<file path="src/rtl/gen_crd_arb_pkg.sv">
// Shared types and helpers for the credit-gated round-robin arbiter.
package gen_crd_arb_pkg;

  typedef enum logic [1:0] {ST_RUN, ST_DRAIN, ST_DONE} crd_arb_st_t;

  function automatic logic [31:0] rr_next_ptr(input logic [31:0] idx, input logic [31:0] num);
    return (idx >= num - 32'd1) ? 32'd0 : idx + 32'd1;
  endfunction

endpackage

</file>
<file path="src/rtl/gen_crd_arb_top_rr.sv">
// Combinational round-robin picker: first set request at or after ptr, with wrap.
module gen_rr_arb #(
  parameter int NUM_REQ = 4,
  localparam int IDX_W  = $clog2(NUM_REQ)
) (
  input  logic [NUM_REQ-1:0] req,
  input  logic [IDX_W-1:0]   ptr,
  input  logic               en,
  output logic [NUM_REQ-1:0] gnt,
  output logic [IDX_W-1:0]   gnt_idx
);

  always_comb begin
    int   pos;
    logic found;
    gnt     = '0;
    gnt_idx = '0;
    found   = 1'b0;
    pos     = 0;
    for (int k = 0; k < NUM_REQ; k++) begin
      pos = int'(ptr) + k;
      if (pos >= NUM_REQ) pos = pos - NUM_REQ;
      if (en && !found && req[pos]) begin
        gnt[pos] = 1'b1;
        gnt_idx  = IDX_W'(pos);
        found    = 1'b1;
      end
    end
  end

endmodule

</file>
<file path="src/rtl/gen_crd_arb_top.sv">
// Credit-gated round-robin arbiter with drain FSM.
// Optional sticky overflow flag: define GEN_CRD_ARB_TOP_OVF_CHK_EN.
//   state    | meaning
//   ST_RUN   | normal arbitration, grants allowed while credits exist
//   ST_DRAIN | grants blocked, waiting for all credits to come home
//   ST_DONE  | quiesced, drain_done asserted until drain_req drops
module gen_crd_arb_top
  import gen_crd_arb_pkg::*;
#(
  parameter int NUM_REQ          = 4,
  parameter int CRD_INIT_AMOUNT  = 8,
  parameter int MAX_CRD_RTRN_VAL = 2,
  localparam int REQ_IDX_W  = $clog2(NUM_REQ),
  localparam int CRD_CNT_W  = $clog2(CRD_INIT_AMOUNT + 1),
  localparam int CRD_RTRN_W = $clog2(MAX_CRD_RTRN_VAL + 1)
) (
  input  logic                  clk,
  input  logic                  rst,
  input  logic [NUM_REQ-1:0]    req_vld,
  output logic [NUM_REQ-1:0]    req_rdy,
  output logic                  gnt_vld,
  output logic [REQ_IDX_W-1:0]  gnt_idx,
  input  logic                  crd_rtrn_en,
  input  logic [CRD_RTRN_W-1:0] crd_rtrn_val,
  input  logic                  drain_req,
  output logic                  drain_done,
  output logic [CRD_CNT_W-1:0]  crd_cnt,
  output logic                  crd_err
);

  localparam int CRD_SUM_W = CRD_CNT_W + 1;

  crd_arb_st_t            st, st_nxt;
  logic [REQ_IDX_W-1:0]   rr_ptr, arb_idx;
  logic [NUM_REQ-1:0]     arb_gnt;
  logic                   arb_en, gnt;
  logic [CRD_SUM_W-1:0]   crd_sum;
  logic                   crd_ovf;

  // rst in the enable keeps req_rdy low during the whole reset pulse
  assign arb_en  = !rst && (st == ST_RUN) && (crd_cnt != '0);
  assign req_rdy = arb_gnt;
  assign gnt     = |arb_gnt;

  gen_rr_arb #(.NUM_REQ(NUM_REQ)) u_rr_arb (
    .req     (req_vld),
    .ptr     (rr_ptr),
    .en      (arb_en),
    .gnt     (arb_gnt),
    .gnt_idx (arb_idx)
  );

  assign crd_sum = {1'b0, crd_cnt} - CRD_SUM_W'(gnt)
                 + (crd_rtrn_en ? CRD_SUM_W'(crd_rtrn_val) : '0);
  assign crd_ovf = crd_sum > CRD_SUM_W'(CRD_INIT_AMOUNT);

  always_comb begin
    st_nxt = st;
    case (st)
      ST_RUN:   if (drain_req) st_nxt = ST_DRAIN;
      ST_DRAIN: begin
        if (!drain_req)                                 st_nxt = ST_RUN;
        else if (crd_cnt == CRD_CNT_W'(CRD_INIT_AMOUNT)) st_nxt = ST_DONE;
      end
      ST_DONE:  if (!drain_req) st_nxt = ST_RUN;
      default:  st_nxt = ST_RUN;
    endcase
  end

  always_ff @(posedge clk or posedge rst) begin
    if (rst) begin
      st         <= ST_RUN;
      crd_cnt    <= CRD_CNT_W'(CRD_INIT_AMOUNT);
      rr_ptr     <= '0;
      gnt_vld    <= 1'b0;
      gnt_idx    <= '0;
      drain_done <= 1'b0;
    end else begin
      st         <= st_nxt;
      crd_cnt    <= crd_ovf ? CRD_CNT_W'(CRD_INIT_AMOUNT) : crd_sum[CRD_CNT_W-1:0];
      gnt_vld    <= gnt;
      drain_done <= (st_nxt == ST_DONE);
      if (gnt) begin
        rr_ptr  <= REQ_IDX_W'(rr_next_ptr(32'(arb_idx), 32'(NUM_REQ)));
        gnt_idx <= arb_idx;
      end
    end
  end

`ifdef GEN_CRD_ARB_TOP_OVF_CHK_EN
  always_ff @(posedge clk or posedge rst) begin
    if (rst)          crd_err <= 1'b0;
    else if (crd_ovf) crd_err <= 1'b1;
  end
`else
  assign crd_err = 1'b0;
`endif

endmodule
</file>
<file path="config.mk">
export PLATFORM = sky130hd
export DESIGN_NAME = gen_crd_arb_top
export DESIGN_NICKNAME = d
export VERILOG_FILES = /design/src/rtl/gen_crd_arb_pkg.sv /design/src/rtl/gen_crd_arb_top_rr.sv /design/src/rtl/gen_crd_arb_top.sv
export SDC_FILE = /design/constraint.sdc
export NUM_CORES = 1
export LEC_CHECK = 0
export ABC_AREA = 1
export CORE_ASPECT_RATIO = 1.5
export CORE_MARGIN = 3
export CORE_UTILIZATION = 52
export DETAILED_ROUTE_END_ITERATION = 8
export GPL_ROUTABILITY_DRIVEN = 0
export PLACE_DENSITY = 0.83
export SLEW_MARGIN = 0
export SYNTH_ARGS = -nofsm -noshare
export SYNTH_HDL_FRONTEND = slang
export SYNTH_SLANG_ARGS = --single-unit
export TNS_END_PERCENT = 5
</file>
<file path="constraint.sdc">
create_clock -name clk -period 3.9 [get_ports clk]
set_input_delay 0.39 -clock clk [delete_from_list [all_inputs] [get_ports clk]]
set_output_delay 0.39 -clock clk [all_outputs]
set_load 0.02 [all_outputs]
</file>
==> impl_metrics.json, run 1 <==
{
  "start_kind": "flop",
  "post-route-util_pct": 71.5,
  "status": "completed",
  "cts_max_level": 1,
  "grt_pass1_wl_um": 4710,
  "ios": 23,
  "via_per_inst": 5.22,
  "drc": 0,
  "yosysTopAreaCell": "dfrtp_1",
  "setup_viol": 0,
  "crit_arrival_ns": 3.82,
  "max-cap-violations": 0,
  "multi_input_area_um2": 774,
  "yosysTopAreaCellShare_pct": 22.9,
  "ir_worst_vdd_mv": 0.493,
  "avgSynthCellArea_um2": 7.24,
  "netlist_top_cells_area": "dfrtp_1 (23%), ha_1 (15%), nand2_1 (13%), inv_1 (8.4%), nand3_1 (8.3%)",
  "p_int_mw": 0.589,
  "grt_pass1_vias": 1190,
  "grt-ovfl-total": 0,
  "nNetsFinal": 220,
  "dp_hpwl_um": 2320,
  "power_frac_seq_pct": 16.6,
  "path_max_fanout": 8,
  "synth_top_family_by_area": "simple AND/OR/NAND/NOR gates",
  "p_per_area_nw_per_um2": 823,
  "via_count": 1127,
  "floorplan.initialDensity_pct": 57.1,
  "critical_path_class": "flop to flop",
  "layout_commonest_cell": "nand2_1",
  "synth_nets": 191,
  "finClkSkew_ns": 0.00319,
  "synth.distinct_cells": 30,
  "portBuffers": 21,
  "numClockSinks": 12,
  "first_pass_iters": 4,
  "drt_iter0_markers": 9,
  "power.leakage_nw": 0.822,
  "antenna_found_initial": 0,
  "dieArea_um2": 2930,
  "final-max-slew-violation-count": 0,
  "netlist_area_um2": 1200,
  "yosys_warnings": 0,
  "finalWirelength_um": 2710,
  "rows": 20,
  "cts_tree": "built",
  "die_h_um": 64.9,
  "drtAntennaViolNets": 0,
  "register_area_um2": 302,
  "num-fill-cells": 184,
  "pwr-share-clk_pct": 8.0,
  "die_w_um": 45.2,
  "combPwrFrac_pct": 75.5,
  "synth-seq-area-share_pct": 25.1,
  "yosys.area_share.simple_pct": 40.0,
  "hp-class": "input pin to asynchronous set/reset pin",
  "synth_seq_cells": 12,
  "synthToLayoutAreaGrowth_pct": 25.2,
  "post_drt_wl_per_cell_um": 12.5,
  "synth_compound_area_share_pct": 4.90,
  "p_sw_mw": 0.649,
  "final.min_clock_period_ns": 3.61,
  "grt_usage_pct": 21.3,
  "swShare_pct": 52.4,
  "max_freq_mhz": 277,
  "layout_common_cells": "nand2_1 (43), inv_1 (27), clkdlybuf4s50_1 (21)",
  "core_area_um2": 2100,
  "rsz0062_at_grt": "false",
  "clockBufferDepth": 2,
  "cts.clk_slew.worst_paths_ns": 0.07,
  "synth.mux.area_fraction_pct": 0,
  "n_antenna_cell": 0,
  "worstPathRequired_ns": 4.11,
  "worst_skew_pair.late_latency_ns": 0.28,
  "numCtsBuffers": 3,
  "end_kind": "flop",
  "yosys.area_share.xor_xnor_pct": 2.19,
  "grt_max_degree": 13,
  "layout-drive-gt1-share_pct": 16.0,
  "final_hold_viol_count": 0,
  "netlist_instances": 166,
  "post-cts-setup-buffer-count": 0,
  "cts_root_buf": "clkbuf_4",
  "synthAdderAreaFrac_pct": 16.3,
  "period_share_pct": 92.4,
  "tns_ns": 0
}
layout make-up:
cell class / instances / share of cell area (%)
multi-input combinational: 121 / 51.5
tap: 22 / 1.83
timing repair buffer: 26 / 16.5
clock buffer: 4 / 2.41
sequential: 12 / 20.0
inverter: 31 / 7.74
power groups by stage:
stage	Clock, mW	Combinational [mW]	Sequential (mW)
global placement	0	0.897	0.205
global route	0.108	1.06	0.211
CTS	0.101	0.938	0.205
detailed placement	0	0.931	0.207
floorplan	0	0.643	0.247
finish	0.0988	0.934	0.205
critical path, cell delays in order (launching register included):
cell     delay [ns]
dfrtp_1        0.36
inv_2          0.04
ha_1           0.34
inv_1          0.11
nand3_1        0.08
nand2_1        0.13
inv_2          0.10
nand4_1        0.09
nand2_1        0.06
inv_1          0.07
nand3_2        0.08
nor2_2         0.17
nand2_4        0.11
ha_1           0.30
inv_1          0.06
ha_1           0.15
inv_1          0.06
fa_1           0.39
o21ai_0        0.20
a21oi_1        0.11
xor2_1         0.16
or2_2          0.30
nor2_1         0.09
cells in the mapped netlist:
| library cell | count |
|---|---|
| a211oi_1 | 2 |
| a21o_1 | 1 |
| a21oi_1 | 2 |
| a31oi_1 | 1 |
| and2_1 | 1 |
| and2_4 | 1 |
| buf_4 | 1 |
| buf_6 | 1 |
| clkinv_1 | 1 |
| conb_1 | 1 |
| dfrtp_1 | 11 |
| dfstp_2 | 1 |
| fa_1 | 1 |
| ha_1 | 14 |
| inv_1 | 27 |
| inv_2 | 3 |
| nand2_1 | 43 |
| nand2_2 | 3 |
| nand2_4 | 2 |
| nand3_1 | 20 |
| nand3_2 | 4 |
| nand4_1 | 3 |
| nor2_1 | 7 |
| nor2_2 | 5 |
| nor2_8 | 2 |
| o21ai_0 | 2 |
| o21ai_1 | 2 |
| or2_2 | 1 |
| xnor2_1 | 1 |
| xor2_1 | 2 |
routing by layer:
layer	up-vias	routed length, µm	part of all wire, %	track usage (%)
li1	578	-	-	-
met5	-	0	0	0
met4	0	27	1.0	6.96
met2	14	1740	64	44.7
met1	532	911	34	19.6
met3	3	24	0.89	0.833
path summary, 6_finish.rpt:
path	slack, ns	startpoint	endpoint	cells after the start
hold / removal	0.42	rst	drain_done$_DFF_PP0_	3
hold reg to reg	0.50	gnt_idx[0]$_DFFE_PP0P_	gnt_idx[0]$_DFFE_PP0P_	2
max in group asynchronous	3.25	rst	crd_cnt[3]$_DFF_PP1_	3
min in group clk	0.50	gnt_idx[0]$_DFFE_PP0P_	gnt_idx[0]$_DFFE_PP0P_	2
setup reg to reg	0.29	flop	crd_cnt[0]$_DFF_PP0_	22
setup / recovery	0.29	flop	crd_cnt[0]$_DFF_PP0_	22
timing repair:
action                                  4_1_cts  5_1_grt
endpoints found under the setup margin        0        3
hold buffers                                  0        0
gates resized for setup                       0        2
sequential cells by signal, summed over array words and instances (netlist names), named ones only:
register    count
crd_cnt         4
rr_ptr          1
st              2
drain_done      1
gnt_vld         1
gnt_idx         2
through the flow:
stage | setup slack, ns | power (mW) | instances | hold WS, ns | cell area, µm²
after global placement | 0.137 | 1.10 | 212 | 0.473 | 1460
final | 0.295 | 1.24 | 216 | 0.420 | 1500
after CTS | 0.164 | 1.24 | 216 | 0.419 | 1490
after detailed placement | 0.0332 | 1.14 | 212 | 0.476 | 1460
after global routing | 0.0157 | 1.37 | 216 | 0.456 | 1500
after floorplan | 0.346 | 0.891 | 166 | 0.262 | 1200
logic make-up (layout without fill, tap and decap cells):
family | count (synthesis) | in the layout
simple gates | 92 | 92
buf+inv | 33 | 61
fa+ha+maj | 15 | 15
flops | 12 | 12
compound gates | 10 | 10
xor+xnor | 3 | 3
other cells | 1 | 1
No activity file was read; power rests on OpenSTA's default activity.
==> inputs of run 2 (changes only) <==
--- a/config.mk
+++ b/config.mk
@@ -6,9 +6,12 @@
 export NUM_CORES = 1
 export LEC_CHECK = 0
 export ABC_AREA = 1
+export CELL_PAD_IN_SITES_DETAIL_PLACEMENT = 0
+export CELL_PAD_IN_SITES_GLOBAL_PLACEMENT = 2
 export CORE_ASPECT_RATIO = 1.5
 export CORE_MARGIN = 3
-export CORE_UTILIZATION = 52
+export CORE_UTILIZATION = 29
+export CTS_CLUSTER_DIAMETER = 150
 export DETAILED_ROUTE_END_ITERATION = 8
 export GPL_ROUTABILITY_DRIVEN = 0
 export PLACE_DENSITY = 0.83
==> run 2 against run 1 <==
Clock skew increased by 0.0040 ns; wire length increased by 1.7%; clock power increased by 19%; via count decreased by 3.3%; combinational power increased by 1%; utilization decreased by 32 points; design area increased by 3.0%; critical path type is now input pin to flop; largest cell class unchanged.
==> impl_metrics.json, run 2 (synthesis gave the netlist of run 1 again) <==
{
  "max-cap-violations": 0,
  "use_met1_pct": 12.8,
  "critical_path_class": "input pin to flop",
  "path_buf_inv": 3,
  "cts_tree": "built",
  "max_stage_delay_ns": 0.50,
  "top_register": "crd_cnt",
  "clockBufferDepth": 2,
  "floorplan.initialDensity_pct": 30.3,
  "cts_max_level": 1,
  "die_h_um": 84.8,
  "via_per_inst": 4.54,
  "worstPathRequired_ns": 4.08,
  "reg_top3": "crd_cnt x4, gnt_idx x2, st x2",
  "period_share_pct": 90.1,
  "max_freq_mhz": 285,
  "register_area_um2": 302,
  "rsz0062_at_grt": "false",
  "tns_ns": 0,
  "start_kind": "input pin",
  "dpl_cell_area_um2": 1490,
  "grt_usage_pct": 12.7,
  "nNetsFinal": 221,
  "antenna_found_initial": 0,
  "drt_iter0_markers": 27,
  "setup_viol": 0,
  "post_drt_wl_per_cell_um": 11.5,
  "finClkSkew_ns": 0.00721,
  "p_per_area_nw_per_um2": 819,
  "via_count": 1090,
  "final-max-slew-violation-count": 0,
  "rows": 28,
  "ios": 23,
  "dp_hpwl_um": 2320,
  "post-cts-setup-buffer-count": 0,
  "layout_commonest_cell": "nand2_1",
  "ir_worst_vdd_mv": 0.476,
  "crit_arrival_ns": 3.69,
  "grt_pass1_wl_um": 4920,
  "die_w_um": 58.5,
  "portBuffers": 21,
  "n_antenna_cell": 0,
  "grt_max_degree": 13,
  "hp-class": "input pin to asynchronous set/reset pin",
  "busiest_layer": "met2",
  "num-fill-cells": 436,
  "grt-ovfl-total": 0,
  "layout-drive-gt1-share_pct": 15.9,
  "cts.clk_slew.worst_paths_ns": 0.06,
  "crit_slowest_cell": "clkdlybuf4s50_1",
  "crit_family": "simple AND/OR/NAND/NOR gates",
  "final.min_clock_period_ns": 3.51,
  "grt_pass1_vias": 1117,
  "gr-usage-met3_pct": 0.913,
  "core_area_um2": 3960,
  "synthToLayoutAreaGrowth_pct": 29.0,
  "dieArea_um2": 4970,
  "worst_skew_pair.late_latency_ns": 0.24,
  "grtUsageMet2_pct": 25.1,
  "final_hold_viol_count": 0,
  "status": "completed",
  "end_kind": "flop",
  "numClockSinks": 12,
  "drc": 0,
  "numCtsBuffers": 3,
  "cts_root_buf": "clkbuf_8",
  "drtAntennaViolNets": 0,
  "finalWirelength_um": 2750,
  "final_cell_area_um2": 1550,
  "power.leakage_nw": 0.829,
  "crit_chain": "clkdlybuf4s50_1, nand2_1, nand3_1, and2_1, nor2_8, nand3_1, nand3_2, nor2_2, nand2_4, ha_1, inv_1, ha_1, inv_1, fa_1, o21ai_0, a21oi_1, xor2_1, or2_2, nor2_1",
  "largest_reg_flops": 4,
  "layout_common_cells": "nand2_1 (43), inv_1 (27), clkdlybuf4s50_1 (21)",
  "first_pass_iters": 3,
  "multi_input_area_um2": 774,
  "path_max_fanout": 6
}
-- run 2: repair_timing --
item | 4_1_cts | 5_1_grt
resized for setup | 0 | 2
endpoints found under the setup margin | 0 | 2
hold buffers | 0 | 0
endpoints found under the hold margin | 0 | 0
-- run 2: worst min-delay path: stages --
cell,delay (ns)
clkdlybuf4s50_1,0.40
inv_1,0.07
buf_4,0.21
-- run 2: final timing paths --
| check | start | endpoint | slack (ns) | cells after the start |
|---|---|---|---|---|
| worst max register to register | flop | crd_cnt[0]$_DFF_PP0_ | 0.40 | 22 |
| worst min register to register | gnt_idx[1]$_DFFE_PP0P_ | gnt_idx[1]$_DFFE_PP0P_ | 0.47 | 2 |
| worst min-delay path | rst | crd_cnt[0]$_DFF_PP0_ | 0.46 | 3 |
| min in group clk | gnt_idx[1]$_DFFE_PP0P_ | gnt_idx[1]$_DFFE_PP0P_ | 0.47 | 2 |
| worst max-delay path | req_vld[3] | crd_cnt[0]$_DFF_PP0_ | 0.39 | 19 |
| max in group asynchronous | rst | crd_cnt[3]$_DFF_PP1_ | 3.20 | 3 |
-- run 2: area by class of cell --
cell class,instances,share of cell area [%]
repair buffers,27,16.5
flip-flops and latches,12,19.5
inverters,31,7.51
well taps,45,3.63
clock buffers,4,2.91
multi-input cells,121,50.0
-- run 2: through the flow --
step	setup WS [ns]	utilization [%]	hold slack, ns	cells	total power [mW]
final	0.387	39.1	0.464	240	1.27
after global routing	0.0268	39.1	0.493	240	1.41
after CTS	0.237	38.9	0.472	240	1.29
after detailed placement	0.0730	37.7	0.466	236	1.15
after global placement	0.114	37.7	0.458	236	1.14
after floorplan	0.346	-	0.262	166	0.891
-- run 2: report_power, final --
part	total (mW)	switching [mW]	internal [mW]	leakage, nW
logic	0.947	0.578	0.370	0.652
registers	0.203	0.0266	0.177	0.155
clock network	0.118	0.0460	0.0720	0.0228
-- run 2: routing by layer --
metal	vias up	part of all wire (%)
met4	0	2.2
met1	490	37
met3	6	1.9
met5	-	0
met2	16	59
li1	578	-
